`src/rtl/sprite_frame_sequencer.sv`:
```
// Frame-synchronised sprite position register file: host writes queue in a FIFO and commit at vblank start.
// Optional SPRITE_SEQ_DROP_STATS_EN adds a saturating dropped-write counter (drop_count).
module sprite_frame_sequencer #(
    parameter int NUM_REGS    = 12,
    parameter int FIFO_DEPTH  = 8,
    parameter int VACTIVE     = 480,
    parameter int ANIM_FRAMES = 6
) (
    input  logic                  clk,
    input  logic                  reset_n,
    input  logic                  chipselect,
    input  logic                  write,
    input  logic [8:0]            address,
    input  logic [31:0]           writedata,
    input  logic [9:0]            vcount,
    output logic [8*NUM_REGS-1:0] pos_regs,
    output logic [1:0]            walk_state,
    output logic [15:0]           frame_count,
    output logic                  commit_done,
    output logic                  overflow
`ifdef SPRITE_SEQ_DROP_STATS_EN
    ,
    output logic [7:0]            drop_count
`endif
);

    localparam int PTR_W  = (FIFO_DEPTH > 1) ? $clog2(FIFO_DEPTH) : 1;
    localparam int CNT_W  = PTR_W + 1;
    localparam int ANIM_W = (ANIM_FRAMES > 1) ? $clog2(ANIM_FRAMES) : 1;
    localparam logic [8:0] NUM_REGS_A = 9'(NUM_REGS);
    localparam logic [9:0] VBLANK_LINE = 10'(VACTIVE);

    typedef enum logic [1:0] {IDLE, DRAIN, DONE} state_t;

    function automatic logic [7:0] reset_value(input int idx);
        case (idx)
            0:       reset_value = 8'd100;
            1:       reset_value = 8'd100;
            2:       reset_value = 8'd200;
            3:       reset_value = 8'd150;
            4:       reset_value = 8'd44;
            5:       reset_value = 8'd200;
            6:       reset_value = 8'd244;
            7:       reset_value = 8'd100;
            8:       reset_value = 8'd100;
            9:       reset_value = 8'd4;
            10:      reset_value = 8'd160;
            11:      reset_value = 8'd192;
            default: reset_value = 8'd0;
        endcase
    endfunction

    logic [9:0]       vcount_q;
    logic             vblank_start;
    logic [11:0]      fifo_mem [FIFO_DEPTH];
    logic [PTR_W-1:0] wr_ptr;
    logic [PTR_W-1:0] rd_ptr;
    logic [CNT_W-1:0] fifo_count;
    logic             fifo_full;
    logic             host_wr;
    logic             reg_wr;
    logic             clear_wr;
    logic             push;
    logic             drop;
    logic             pop;
    logic [3:0]       pop_addr;
    logic [7:0]       pop_data;
    logic [CNT_W-1:0] pending_q;
    logic [CNT_W-1:0] pending_d;
    state_t           state_q;
    state_t           state_d;
    logic [7:0]       regs [NUM_REGS];
    logic [ANIM_W-1:0] anim_cnt;
    logic             unused_wdata;

    assign unused_wdata = ^writedata[31:8];

    assign vblank_start = (vcount == VBLANK_LINE) && (vcount_q != VBLANK_LINE);
    assign host_wr      = chipselect && write;
    assign reg_wr       = host_wr && (address < NUM_REGS_A);
    assign clear_wr     = host_wr && (address == 9'h1FF) && writedata[0];
    // Full is judged on the pre-pop occupancy, so a same-cycle pop never rescues a write.
    assign fifo_full    = (fifo_count == CNT_W'(FIFO_DEPTH));
    assign push         = reg_wr && !fifo_full;
    assign drop         = reg_wr && fifo_full;
    assign {pop_addr, pop_data} = fifo_mem[rd_ptr];

    always_ff @(posedge clk or negedge reset_n) begin
        if (!reset_n) begin
            state_q   <= IDLE;
            pending_q <= '0;
        end else begin
            state_q   <= state_d;
            pending_q <= pending_d;
        end
    end

    always_comb begin
        state_d = state_q;
        case (state_q)
            IDLE: begin
                if (vblank_start && (fifo_count != '0))
                    state_d = (fifo_count == CNT_W'(1)) ? DONE : DRAIN;
            end
            DRAIN: begin
                if (pending_q == CNT_W'(1))
                    state_d = DONE;
            end
            DONE:    state_d = IDLE;
            default: state_d = IDLE;
        endcase
    end

    // The first snapshot entry pops in the vblank cycle itself so entry k lands on edge k+1.
    always_comb begin
        pop       = 1'b0;
        pending_d = pending_q;
        case (state_q)
            IDLE: begin
                if (vblank_start && (fifo_count != '0)) begin
                    pop       = 1'b1;
                    pending_d = fifo_count - CNT_W'(1);
                end
            end
            DRAIN: begin
                pop       = 1'b1;
                pending_d = pending_q - CNT_W'(1);
            end
            default: begin
                pop       = 1'b0;
                pending_d = pending_q;
            end
        endcase
    end

    always_ff @(posedge clk or negedge reset_n) begin
        if (!reset_n) begin
            wr_ptr     <= '0;
            rd_ptr     <= '0;
            fifo_count <= '0;
        end else begin
            if (push)
                wr_ptr <= wr_ptr + PTR_W'(1);
            if (pop)
                rd_ptr <= rd_ptr + PTR_W'(1);
            case ({push, pop})
                2'b10:   fifo_count <= fifo_count + CNT_W'(1);
                2'b01:   fifo_count <= fifo_count - CNT_W'(1);
                default: fifo_count <= fifo_count;
            endcase
        end
    end

    always_ff @(posedge clk) begin
        if (push)
            fifo_mem[wr_ptr] <= {address[3:0], writedata[7:0]};
    end

    always_ff @(posedge clk or negedge reset_n) begin
        if (!reset_n) begin
            for (int i = 0; i < NUM_REGS; i++)
                regs[i] <= reset_value(i);
        end else if (pop) begin
            for (int i = 0; i < NUM_REGS; i++)
                if (pop_addr == 4'(i))
                    regs[i] <= pop_data;
        end
    end

    for (genvar g = 0; g < NUM_REGS; g++) begin : g_flat
        assign pos_regs[8*g +: 8] = regs[g];
    end

    always_ff @(posedge clk or negedge reset_n) begin
        if (!reset_n) begin
            vcount_q    <= '0;
            frame_count <= '0;
            anim_cnt    <= '0;
            walk_state  <= 2'd0;
        end else begin
            vcount_q <= vcount;
            if (vblank_start) begin
                frame_count <= frame_count + 16'd1;
                if (anim_cnt == ANIM_W'(ANIM_FRAMES - 1)) begin
                    anim_cnt   <= '0;
                    walk_state <= (walk_state == 2'd2) ? 2'd0 : walk_state + 2'd1;
                end else begin
                    anim_cnt <= anim_cnt + ANIM_W'(1);
                end
            end
        end
    end

    always_ff @(posedge clk or negedge reset_n) begin
        if (!reset_n) begin
            commit_done <= 1'b0;
            overflow    <= 1'b0;
        end else begin
            commit_done <= (state_q == DONE);
            if (drop)
                overflow <= 1'b1;
            else if (clear_wr)
                overflow <= 1'b0;
        end
    end

`ifdef SPRITE_SEQ_DROP_STATS_EN
    always_ff @(posedge clk or negedge reset_n) begin
        if (!reset_n)
            drop_count <= '0;
        else if (drop) begin
            if (drop_count != 8'hFF)
                drop_count <= drop_count + 8'd1;
        end else if (clear_wr)
            drop_count <= '0;
    end
`endif

endmodule

```
`config.mk`:
```
export PLATFORM = sky130hd
export DESIGN_NAME = sprite_frame_sequencer
export DESIGN_NICKNAME = d
export VERILOG_FILES = /design/src/rtl/sprite_frame_sequencer.sv
export SDC_FILE = /design/constraint.sdc
export NUM_CORES = 1
export LEC_CHECK = 0
export ABC_AREA = 1
export CAP_MARGIN = 0
export CORE_MARGIN = 10
export CORE_UTILIZATION = 55
export DETAILED_ROUTE_END_ITERATION = 16
export GPL_TIMING_DRIVEN = 0
export PLACE_DENSITY = 0.82
export SYNTH_ARGS = -nofsm -noshare
export SYNTH_HDL_FRONTEND = slang
export SYNTH_SLANG_ARGS = --single-unit
```
`constraint.sdc`:
```
create_clock -name clk -period 3.95 [get_ports clk]
set_input_delay 0.79 -clock clk [delete_from_list [all_inputs] [get_ports clk]]
set_output_delay 0.79 -clock clk [all_outputs]
set_load 0.05 [all_outputs]
```
==> flow_summary.json <==
{
  "pwr-share-comb_pct": 34.6,
  "gp_congestion": 0.8331,
  "grt_pass1_vias": 8426,
  "start_util_pct": 56.48,
  "synth.most_common_cell": "nand2_1",
  "p_switching_mw": 3.109,
  "post_cts_resized": 0,
  "critPathMaxStageDelay_ns": 0.98,
  "synth.ff_latch_count": 241,
  "cp_slowest_cell": "nor2_1",
  "cp_cell_sequence": "clkdlybuf4s50_1, nand2_1, nand2_1, nor2_1, nand3_1, or2_2, nor2_1",
  "finalSetupViolCount": 0,
  "rsz0062_at_grt": "no",
  "fin_nets": 1318,
  "yosysSeqAreaShare_pct": 61.23,
  "crit_start": "address[2]",
  "coreArea_sq_mm": 0.01896,
  "internal-power_mw": 5.049,
  "path_max_fanout": 12,
  "syn_inst": 1079,
  "drive_above_1_share_pct": 11.88,
  "clock_power_share_pct": 29.9,
  "clock_skew_ns": 0.01980,
  "finalMaxSlewViolations": 0,
  "hold_violations": 0,
  "ant_nets": 0,
  "ir_drop_mv": 0.3012,
  "postSynthNetCount": 1143,
  "stdcell_area_sq_mm": 0.01338,
  "clk_path_buf_depth": 3,
  "grt.total_usage_pct": 21.20,
  "swShare_pct": 38.11,
  "die_w_um": 159.5,
  "critPathTopFamily": "simple AND/OR/NAND/NOR gates",
  "ios": 171,
  "cts_tree": "done",
  "yosysTopAreaCell": "edfxtp_1",
  "core.rowCount": 50,
  "synth_top_area_share_pct": 26.93,
  "avgSynthCellArea_sq_um": 9.921,
  "antenna_found_initial": 0,
  "postCtsSetupRepairBufs": 0,
  "arrival_ns": 3.35,
  "detailed_place.area_sq_mm": 0.01252,
  "pwr_density_cell_mw_per_mm2": 609.7,
  "wl_per_cell_um": 18.10,
  "root_buffer": "clkbuf_16",
  "ys_warn_count": 0,
  "ys_types": 34,
  "synth_ff_type": "dfrtp_1",
  "antenna_cells": 0,
  "outcome": "finished clean",
  "path_class": "input pin to flop",
  "crit_buf_inv": 1,
  "hold_path_class": "input pin to asynchronous set/reset pin",
  "first_iter_violations": 611,
  "critPathCaptureType": "flop",
  "syn_area_sq_mm": 0.01071,
  "numCtsBuffers": 25,
  "drc_errors": 0,
  "final_util_pct": 70.59,
  "grt_max_degree": 101,
  "synth_area_leaders": "edfxtp_1 27%, dfrtp_1 26%, nand2_1 12%",
  "period_minus_slack_ns": 3.235,
  "max-slew-margin-rel_pct": 12.22,
  "ctsHoldBuffers": 0,
  "io_buffers": 146,
  "power_leakage_nw": 6.251,
  "required_ns": 4.07,
  "cts.clk_slew.worst_paths_ns": 0.06,
  "grt_remaining_overflow": 0,
  "vias_per_cell": 5.431,
  "worstSetupStartpointType": "input pin",
  "dpl.hpwl_um": 18680,
  "max_freq_mhz": 309.1,
  "wirelength_um": 27710,
  "grt_pass1_wl_um": 44350,
  "cts-htree-levels": 1,
  "worstMarginPinSlew_ns": 1.312,
  "die_area_sq_mm": 0.02545,
  "cts_sinks": 241,
  "maxCapViolCount": 0,
  "p_seq_share_pct": 35.5,
  "synth_edf_count": 96,
  "vias": 8315,
  "area_growth_syn_to_layout_pct": 25.00,
  "r2r-start": "fifo_count[0]$_DFFE_PN0P_",
  "dr.pass1.iters": 7,
  "die_y_um": 159.5,
  "clk_latency_ns": 0.53,
  "synthArstFlopShare_pct": 60.17,
  "final_min_period_over_clock_period_pct": 81.90,
  "synth_top_cells_by_count": "352 x nand2_1, 135 x nand3_1, 110 x dfrtp_1"
}
cells by family (layout without fill, tap and decap cells):
logic type	after synthesis	in the layout	synth area share [%]
simple gates	617	617	27.31
buf+inv	114	306	4.815
compound gates	77	77	3.869
xor+xnor	21	21	1.718
flops	241	241	61.23
fa+ha+maj	9	9	1.052
sequential cells by signal, indices dropped and copies added, names as in the netlist, 3 cells and up:
signal       flops
rd_ptr           3
vcount_q        10
fifo_count       4
pos_regs        96
frame_count     16
pending_q        4
anim_cnt         3
wr_ptr           3
fifo_mem        96
layout make-up:
class	instances	area [sq um]
inverters	76	285.3
well taps	260	325.3
fillers	1348	5574
repair buffers	148	1501
clock buffers	33	685.7
multi-input cells	724	3635
flip-flops and latches	241	6555
plain buffers	38	230.2
clock inverters	11	163.9
per-stage QoR:
step           instances  hold slack, ns  setup WS (ns)  setup TNS (ns)  power [mW]
2_1_floorplan       1079          0.4450          1.532               0       4.871
3_3_place_gp        1485          0.4501         -3.526         -447.58       5.647
3_5_place_dp        1486          0.4535         0.2437               0       5.722
4_1_cts             1530          0.1963         0.7682               0       8.152
5_1_grt             1531          0.2134         0.5247               0       8.477
6_report            1531          0.1811         0.7149               0       8.159
power groups by stage:
stage	logic [mW]	clock network [mW]	registers (mW)
finish	2.83	2.44	2.90
global route	3.02	2.55	2.91
CTS	2.81	2.45	2.89
detailed placement	2.78	0	2.94
global placement	2.71	0	2.93
floorplan	1.65	0	3.22
routing by layer:
layer,vias up,global-route usage [%],wire length [um]
met2,378,36.08,13500
met3,65,4.157,2265
met1,3982,26.03,11030
met5,-,0,0
li1,3890,-,-
met4,0,8.214,913
layout by cell type (no fill, tap or decap), types with 3 or more instances in the layout:
cell type          n
buf_6              5
ha_1               9
edfxtp_1          96
o21ai_1           10
xnor2_1            9
a21oi_1            3
inv_1             73
buf_2             18
nand3_1          135
nand4_1            7
bufinv_16          4
nor3_1             7
nand2_8            3
nand2_4           18
clkdlybuf4s50_1  145
nor2_1            73
clkbuf_16         25
nand2_1          352
nor2_8            12
dfrtp_1          110
nand2_2            4
clkinv_1           3
o21ai_0           44
clkbuf_1          10
xor2_1            12
buf_4             11
dfstp_2           35
o22ai_1           17
clkbuf_8           3
worst paths after layout:
check / slack [ns] / cells after the start / endpoint
max: 0.71 / 7 / fifo_mem[0][5]$_DFFE_PP_
min: 0.18 / 1 / pos_regs[60]$_DFFE_PN0P_
max reg2reg: 1.08 / 6 / fifo_mem[0][5]$_DFFE_PP_
min reg2reg: 0.47 / 2 / pos_regs[31]$_DFFE_PN1P_
max in group asynchronous: 2.94 / 2 / wr_ptr[0]$_DFFE_PN0P_
min in group clk: 0.47 / 2 / pos_regs[31]$_DFFE_PN1P_
Power figures use the tool's default switching activity.
